### src/rtl/demux_1to2_buffered.sv
// rtl/demux_1to2_buffered.sv - registered 1-to-2 valid/ready demux with a one-entry holding register per output
// Optional macro DEMUX_XFER_COUNT_EN adds 16-bit wrapping output-transfer counters countA_o/countB_o.
module demux_1to2_buffered #(
    parameter int DATA_WIDTH = 32
) (
    input  logic                  clk_i,
    input  logic                  rst_i,
    input  logic [DATA_WIDTH-1:0] data_i,
    input  logic                  select_i,
    input  logic                  valid_i,
    output logic                  ready_o,
    output logic [DATA_WIDTH-1:0] dataA_o,
    output logic                  validA_o,
    input  logic                  readyA_i,
    output logic [DATA_WIDTH-1:0] dataB_o,
    output logic                  validB_o,
    input  logic                  readyB_i
`ifdef DEMUX_XFER_COUNT_EN
    ,
    output logic [15:0]           countA_o,
    output logic [15:0]           countB_o
`endif
);

    typedef enum logic {ST_EMPTY = 1'b0, ST_FULL = 1'b1} state_e;

    state_e                state_a_q, state_a_d;
    state_e                state_b_q, state_b_d;
    logic [DATA_WIDTH-1:0] data_a_q,  data_a_d;
    logic [DATA_WIDTH-1:0] data_b_q,  data_b_d;

    logic in_xfer, in_a, in_b, out_a, out_b;

    // A full channel may still accept when its consumer drains on the same edge.
    always_comb begin
        ready_o = select_i ? (!validB_o | readyB_i) : (!validA_o | readyA_i);
        in_xfer = valid_i & ready_o;
        in_a    = in_xfer & !select_i;
        in_b    = in_xfer &  select_i;
        out_a   = validA_o & readyA_i;
        out_b   = validB_o & readyB_i;
    end

    always_ff @(posedge clk_i or posedge rst_i) begin
        if (rst_i) begin
            state_a_q <= ST_EMPTY;
            state_b_q <= ST_EMPTY;
            data_a_q  <= '0;
            data_b_q  <= '0;
        end else begin
            state_a_q <= state_a_d;
            state_b_q <= state_b_d;
            data_a_q  <= data_a_d;
            data_b_q  <= data_b_d;
        end
    end

    always_comb begin
        state_a_d = state_a_q;
        case (state_a_q)
            ST_EMPTY: if (in_a) state_a_d = ST_FULL;
            ST_FULL:  if (out_a && !in_a) state_a_d = ST_EMPTY;
            default:  state_a_d = ST_EMPTY;
        endcase
        data_a_d = in_a ? data_i : data_a_q;
    end

    always_comb begin
        state_b_d = state_b_q;
        case (state_b_q)
            ST_EMPTY: if (in_b) state_b_d = ST_FULL;
            ST_FULL:  if (out_b && !in_b) state_b_d = ST_EMPTY;
            default:  state_b_d = ST_EMPTY;
        endcase
        data_b_d = in_b ? data_i : data_b_q;
    end

    always_comb begin
        validA_o = (state_a_q == ST_FULL);
        validB_o = (state_b_q == ST_FULL);
        dataA_o  = data_a_q;
        dataB_o  = data_b_q;
    end

`ifdef DEMUX_XFER_COUNT_EN
    logic [15:0] count_a_q, count_a_d;
    logic [15:0] count_b_q, count_b_d;

    always_comb begin
        count_a_d = out_a ? count_a_q + 16'd1 : count_a_q;
        count_b_d = out_b ? count_b_q + 16'd1 : count_b_q;
    end

    always_ff @(posedge clk_i or posedge rst_i) begin
        if (rst_i) begin
            count_a_q <= '0;
            count_b_q <= '0;
        end else begin
            count_a_q <= count_a_d;
            count_b_q <= count_b_d;
        end
    end

    assign countA_o = count_a_q;
    assign countB_o = count_b_q;
`endif

endmodule
### config.mk
export PLATFORM = sky130hd
export DESIGN_NAME = demux_1to2_buffered
export DESIGN_NICKNAME = d
export VERILOG_FILES = /design/src/rtl/demux_1to2_buffered.sv
export SDC_FILE = /design/constraint.sdc
export NUM_CORES = 1
export LEC_CHECK = 0
export ABC_CLOCK_PERIOD_IN_PS = 2400
export CAP_MARGIN = 20
export CORE_UTILIZATION = 43
export DETAILED_ROUTE_END_ITERATION = 16
export PLACE_DENSITY = 0.83
export SLEW_MARGIN = 20
export SYNTH_ARGS = -nofsm -noshare
export SYNTH_HDL_FRONTEND = slang
export SYNTH_SLANG_ARGS = --single-unit
### constraint.sdc
create_clock -name clk_i -period 2.4 [get_ports clk_i]
set_input_delay 0.24 -clock clk_i [delete_from_list [all_inputs] [get_ports clk_i]]
set_output_delay 0.24 -clock clk_i [all_outputs]
set_load 0.01 [all_outputs]
==> results.tsv, run 1 <==
metric	value	unit
h-tree-depth	3	
rows	28	
status	finished, final reports clean	
clk_path_buf_depth	2	
hp-class	in -> async	
grt_setup_unrepaired	no	
syn_area_per_cell	18.21	sq um
tightestPinTransition	0.4875	ns
ctsRootBufferMaster	clkbuf_8	
synth_nets	185	
netlist_instances	147	
slew_viol_final	0	
ys_warn_count	0	
min_period_over_period	74.39	%
r2r_start	validB_o$_DFF_PP0_	
wl_met2	2.387	mm
gp_congestion	0.7115	
path_buf_inv	1	
critPathCaptureType	output pin	
crit_start	validA_o$_DFF_PP0_	
io_pins	105	
rrSetupSlack	0.93	ns
drc	0	
viasPerCell	4.809	
worst_setup_path_start_kind	flip-flop	
ctsResizeCount	0	
cts.sinks	66	
dieArea	6543	sq um
clk_pin_slew	0.06	ns
antenna_left	0	
gr-usage-all-layers	17.87	%
pre_cts_ws	0.5170	ns
met1_length	2.390	mm
ys_ff_latch	66	
cts_setup_buffers	0	
p_per_area	842.3	nW/um^2
timing.final.ws_setup	0.6145	ns
yosysSeqAreaShare	61.71	%
min_period	1.785	ns
cp.arrival	1.55	ns
diodes	0	
grt_pass1_vias	1715	
netlist_area	2676	sq um
critical-path-top-delay-family	buffers and inverters	
area_growth	48.48	%
maxCapViolCount	0	
initial_core_util	44.94	%
coreArea	5956	sq um
grt_pass1_wl	8.542	mm
cts_inserted_buffers	9	
path_cells	nand2b_2 > nor2_1 > a21oi_1 > clkdlybuf4s50_1	
finalHoldViolations	0	
fmax	560.1	MHz
die_w	80.89	um
drive_above_1_share	33.83	%
cts_tree	built	
slew_headroom	67.50	%
grt_antenna_before_repair	0	
wl_per_cell	15.71	um
highest-signal-layer	met4	
cts_hold_buf	0	
wl	5.356	mm
vias	1640	
critPathSlowestCell	clkdlybuf4s50_1	
required	2.16	ns
worstPathMaxFanout	3	
power	0.003347	W
die_h	80.89	um
clk_latency	0.33	ns
critical_path_class	reg -> out	
clock_skew	0.009912	ns
drt-initial-drc-count	50	
hpwl	3.767	mm
setup_viol	0	
nNetsFinal	299	
ir_drop	0.4384	mV
io_buffers	104	
grt_max_degree	33	
ys_types	15	
final.setup.tns	0	ns
fillers	464	
p_leak	1.731	nW
met3RoutedLength	491	um
slowest_delay	0.55	ns
overflow	0	
firstDrtPassIters	4	
## through the flow
step           utilization (%)  hold slack, ns  area [sq um]  instances
6_report                 66.72          0.2619          3974        341
5_1_grt                  66.72          0.2896          3974        341
2_1_floorplan                -          0.3472          2676        147
3_3_place_gp             63.05          0.4863          3755        325
4_1_cts                  66.72          0.2671          3974        341
3_5_place_dp             63.05          0.4928          3755        325
## report_power, final
part,internal [W],leakage [nW],switching [W]
combinational,0.000609,0.846,0.000304
clock,0.000610,0.109,0.000399
sequential,0.00131,0.777,0.000112
total,0.00253,1.73,0.000816
## cells in the mapped netlist
master / count / area [sq um]
nor2_8: 1 / 20.02
or2b_1: 1 / 7.510
buf_6: 3 / 33.78
dfrtp_1: 66 / 1652
nor2b_4: 1 / 13.76
o21ai_0: 1 / 5.000
buf_12: 3 / 60.06
nand2_2: 1 / 6.260
nor2_1: 1 / 3.750
a21oi_1: 1 / 5.000
mux2_4: 30 / 450.4
nand2b_2: 1 / 8.760
inv_1: 2 / 7.510
nand3b_4: 1 / 20.02
mux2_2: 34 / 382.9
## sequential cells by signal, summed over array words and instances, names as in the netlist
name	flops
validB_o	1
dataA_o	32
validA_o	1
dataB_o	32
## kinds of logic after synthesis
kind of cell           share of synthesized area, %
AO/OA/AOI/OAI                                0.3736
multiplexers                                  31.14
buffers and inverters                         3.787
flip-flops                                    61.71
AND/OR/NAND/NOR                               2.992
## cell type report
class	instances	area (sq um)	area share (%)
clock buffer	11	141.4	3.558
clock inverter	5	77.57	1.952
inverter	2	7.507	0.1889
multi-input combinational	73	923.4	23.24
sequential	66	1652	41.56
tap	75	93.84	2.361
timing repair buffer	109	1079	27.14
## placed cells by master, fill, tap and decap left out, types with 2 or more instances in the layout
| master | netlist | routed |
|---|---|---|
| mux2_2 | 34 | 34 |
| dfrtp_1 | 66 | 66 |
| clkbuf_8 | 0 | 10 |
| clkinv_2 | 0 | 2 |
| mux2_4 | 30 | 30 |
| buf_4 | 0 | 5 |
| bufinv_16 | 0 | 2 |
| clkdlybuf4s50_1 | 0 | 104 |
## per-layer routing
metal,track usage (%),up-vias
li1,-,748
met1,23.44,810
met2,26.13,72
met3,6.180,10
met4,9.107,0
met5,0,-
## final timing paths
path                                      endpoint  cells past startpoint
setup / recovery                           ready_o                      4
hold / removal             dataB_o[24]$_DFFE_PP0P_                      2
setup reg to reg            dataB_o[9]$_DFFE_PP0P_                      4
hold reg to reg            dataA_o[21]$_DFFE_PP0P_                      1
max in group asynchronous  dataA_o[25]$_DFFE_PP0P_                      3
min in group clk_i         dataA_o[21]$_DFFE_PP0P_                      1
Note: power is estimated with default switching activity, not from simulation.
==> inputs of run 2 (changes only) <==
ABC_CLOCK_PERIOD_IN_PS = 1800   (was 2400)
clock period = 1.8 ns   (was 2.4 ns; I/O delays follow)
==> run 2 against run 1 <==
Net effect:
- worst setup slack lost 0.26 ns
- combinational power rose by 36%
- total power increased by 34%
- global-route usage decreased by 0.74 points
- sequential share of layout area down 0.78 points
- worst hold slack better by 0.040 ns
- first-iteration DRC count shrank 10%
- clock skew down 0.0059 ns
- flip-flop and latch count unchanged
- die area did not move
- sequential power is 34% higher
- largest cell class unchanged
- largest power group unchanged
- highest routed layer unchanged
==> results.tsv, run 2 (synthesized netlist as in run 1, its figures left out) <==
metric	value	unit	change
firstDrtPassIters	4		unchanged
critical_path_class	reg -> out		
gp_congestion	0.7016		-1.4%
grt_pass1_wl	8.176	mm	-4.3%
grt_max_degree	67		+100%
status	finished, final reports clean		
maxCapViolCount	0		unchanged
vias	1611		-1.8%
final_common_cell	clkdlybuf4s50_1		
finalHoldViolations	0		unchanged
die_h	80.89	um	unchanged
path_buf_inv	1		unchanged
critical-path-top-delay-family	buffers and inverters		
initial_core_util	44.94	%	unchanged
coreArea	5956	sq um	unchanged
worst_setup_path_start_kind	flip-flop		
worstSetupPathDepth	1		-3
rr_worst_depth	4		unchanged
h-tree-depth	3		unchanged
required	1.62	ns	-0.54 ns
viasPerCell	4.711		-2.1%
clk_latency	0.33	ns	about the same
grt_pass1_vias	1714		-0.058%
drive_above_1_share	34.08	%	+0.25 points
hpwl	3.811	mm	+1.2%
cts_tree	built		
setup_viol	0		unchanged
fmax	694.2	MHz	
area_growth	51.33	%	
whs	0.3014	ns	+0.03951 ns
wl_per_cell	15.61	um	-0.65%
ctsRootBufferMaster	clkbuf_8		
ir_drop	0.6519	mV	+49%
slew_viol_final	0		unchanged
wl	5.337	mm	-0.35%
slowest_delay	0.58	ns	+0.03 ns
hp-class	in -> async		
clk_path_buf_depth	2		unchanged
rows	28		unchanged
tightestPinTransition	0.3405	ns	-0.1470 ns
min_period_over_period	80.03	%	
clk_pin_slew	0.07	ns	about the same
gr-usage-all-layers	17.12	%	-0.74 points
grt_antenna_before_repair	0		unchanged
min_period	1.441	ns	
p_per_area	1106	nW/um^2	+31%
critPathCaptureType	output pin		
p_leak	1.758	nW	+1.5%
antenna_left	0		unchanged
die_w	80.89	um	unchanged
final.setup.tns	0	ns	unchanged
overflow	0		unchanged
nNetsFinal	300		+0.33%
grt_setup_unrepaired	no		
layout_common_cells	clkdlybuf4s50_1 (103), dfrtp_1 (66), mux2_2 (34)		
slew_headroom	77.30	%	+9.8 points
critPathSlowestCell	clkdlybuf4s50_1		
diodes	0		unchanged
io_pins	105		unchanged
clock_skew	0.003965	ns	-0.005947 ns
drc	0		unchanged
cts_hold_buf	0		unchanged
cp.arrival	1.26	ns	-0.29 ns
io_buffers	104		unchanged
drt-initial-drc-count	45		-10%
worstPathMaxFanout	2		-1
cts.sinks	66		unchanged
dieArea	6543	sq um	unchanged
path_cells	clkdlybuf4s50_1		
cts_inserted_buffers	9		unchanged
==> run 2: power by group <==
part / total [W] / switching (W) / leakage [nW] / internal [W]
combinational: 0.00124 / 0.000411 / 0.872 / 0.000829
sequential: 0.00190 / 0.000149 / 0.777 / 0.00175
clock: 0.00134 / 0.000528 / 0.109 / 0.000813
==> run 2: path summary, 6_finish.rpt <==
path / from / end / slack, ns
setup / recovery: dataB_o[7]$_DFFE_PP0P_ / dataB_o[7] / 0.36
hold reg to reg: dataA_o[1]$_DFFE_PP0P_ / dataA_o[1]$_DFFE_PP0P_ / 0.51
min in group clk_i: data_i[20] / dataB_o[20]$_DFFE_PP0P_ / 0.49
setup reg to reg: validB_o$_DFF_PP0_ / dataB_o[23]$_DFFE_PP0P_ / 0.47
hold / removal: rst_i / dataB_o[20]$_DFFE_PP0P_ / 0.30
max in group asynchronous: rst_i / dataB_o[6]$_DFFE_PP0P_ / 1.22
==> run 2: final cells by class <==
class	count	area, sq um
sequential	66	1652
clock inverter	5	77.57
multi-input combinational	73	923.4
timing repair buffer	110	1151
clock buffer	11	141.4
tap	75	93.84
fill	443	1906
inverter	2	11.26
==> run 2: what timing repair did <==
item,in CTS,in global routing
endpoints found under the hold margin,0,0
buffers inserted,0,0
gates resized for setup,0,1
setup endpoints to repair,0,1
==> run 2: routing by layer <==
metal  share of wire (%)  wire length (um)  up-vias  GRT usage (%)
li1                    -                 -      743              -
met1                  42              2240      786          20.47
met2                  46              2453       73          26.05
met3                  10               554        9          8.090
met4                 1.7                89        0          8.036
met5                   0                 0        -              0
==> run 2: metrics by stage <==
| step | utilization [%] | setup WS (ns) | power (W) | area [sq um] | std cells |
|---|---|---|---|---|---|
| after global routing | 68.00 | 0.2975 | 0.004698 | 4050 | 342 |
| after global placement | 64.29 | 0.1062 | 0.003140 | 3829 | 326 |
| after floorplan | - | 0.5103 | 0.002449 | 2680 | 147 |
| final | 68.00 | 0.3594 | 0.004481 | 4050 | 342 |
| after CTS | 67.96 | 0.01007 | 0.004544 | 4048 | 342 |
| after detailed placement | 64.29 | 0.09245 | 0.003176 | 3829 | 326 |
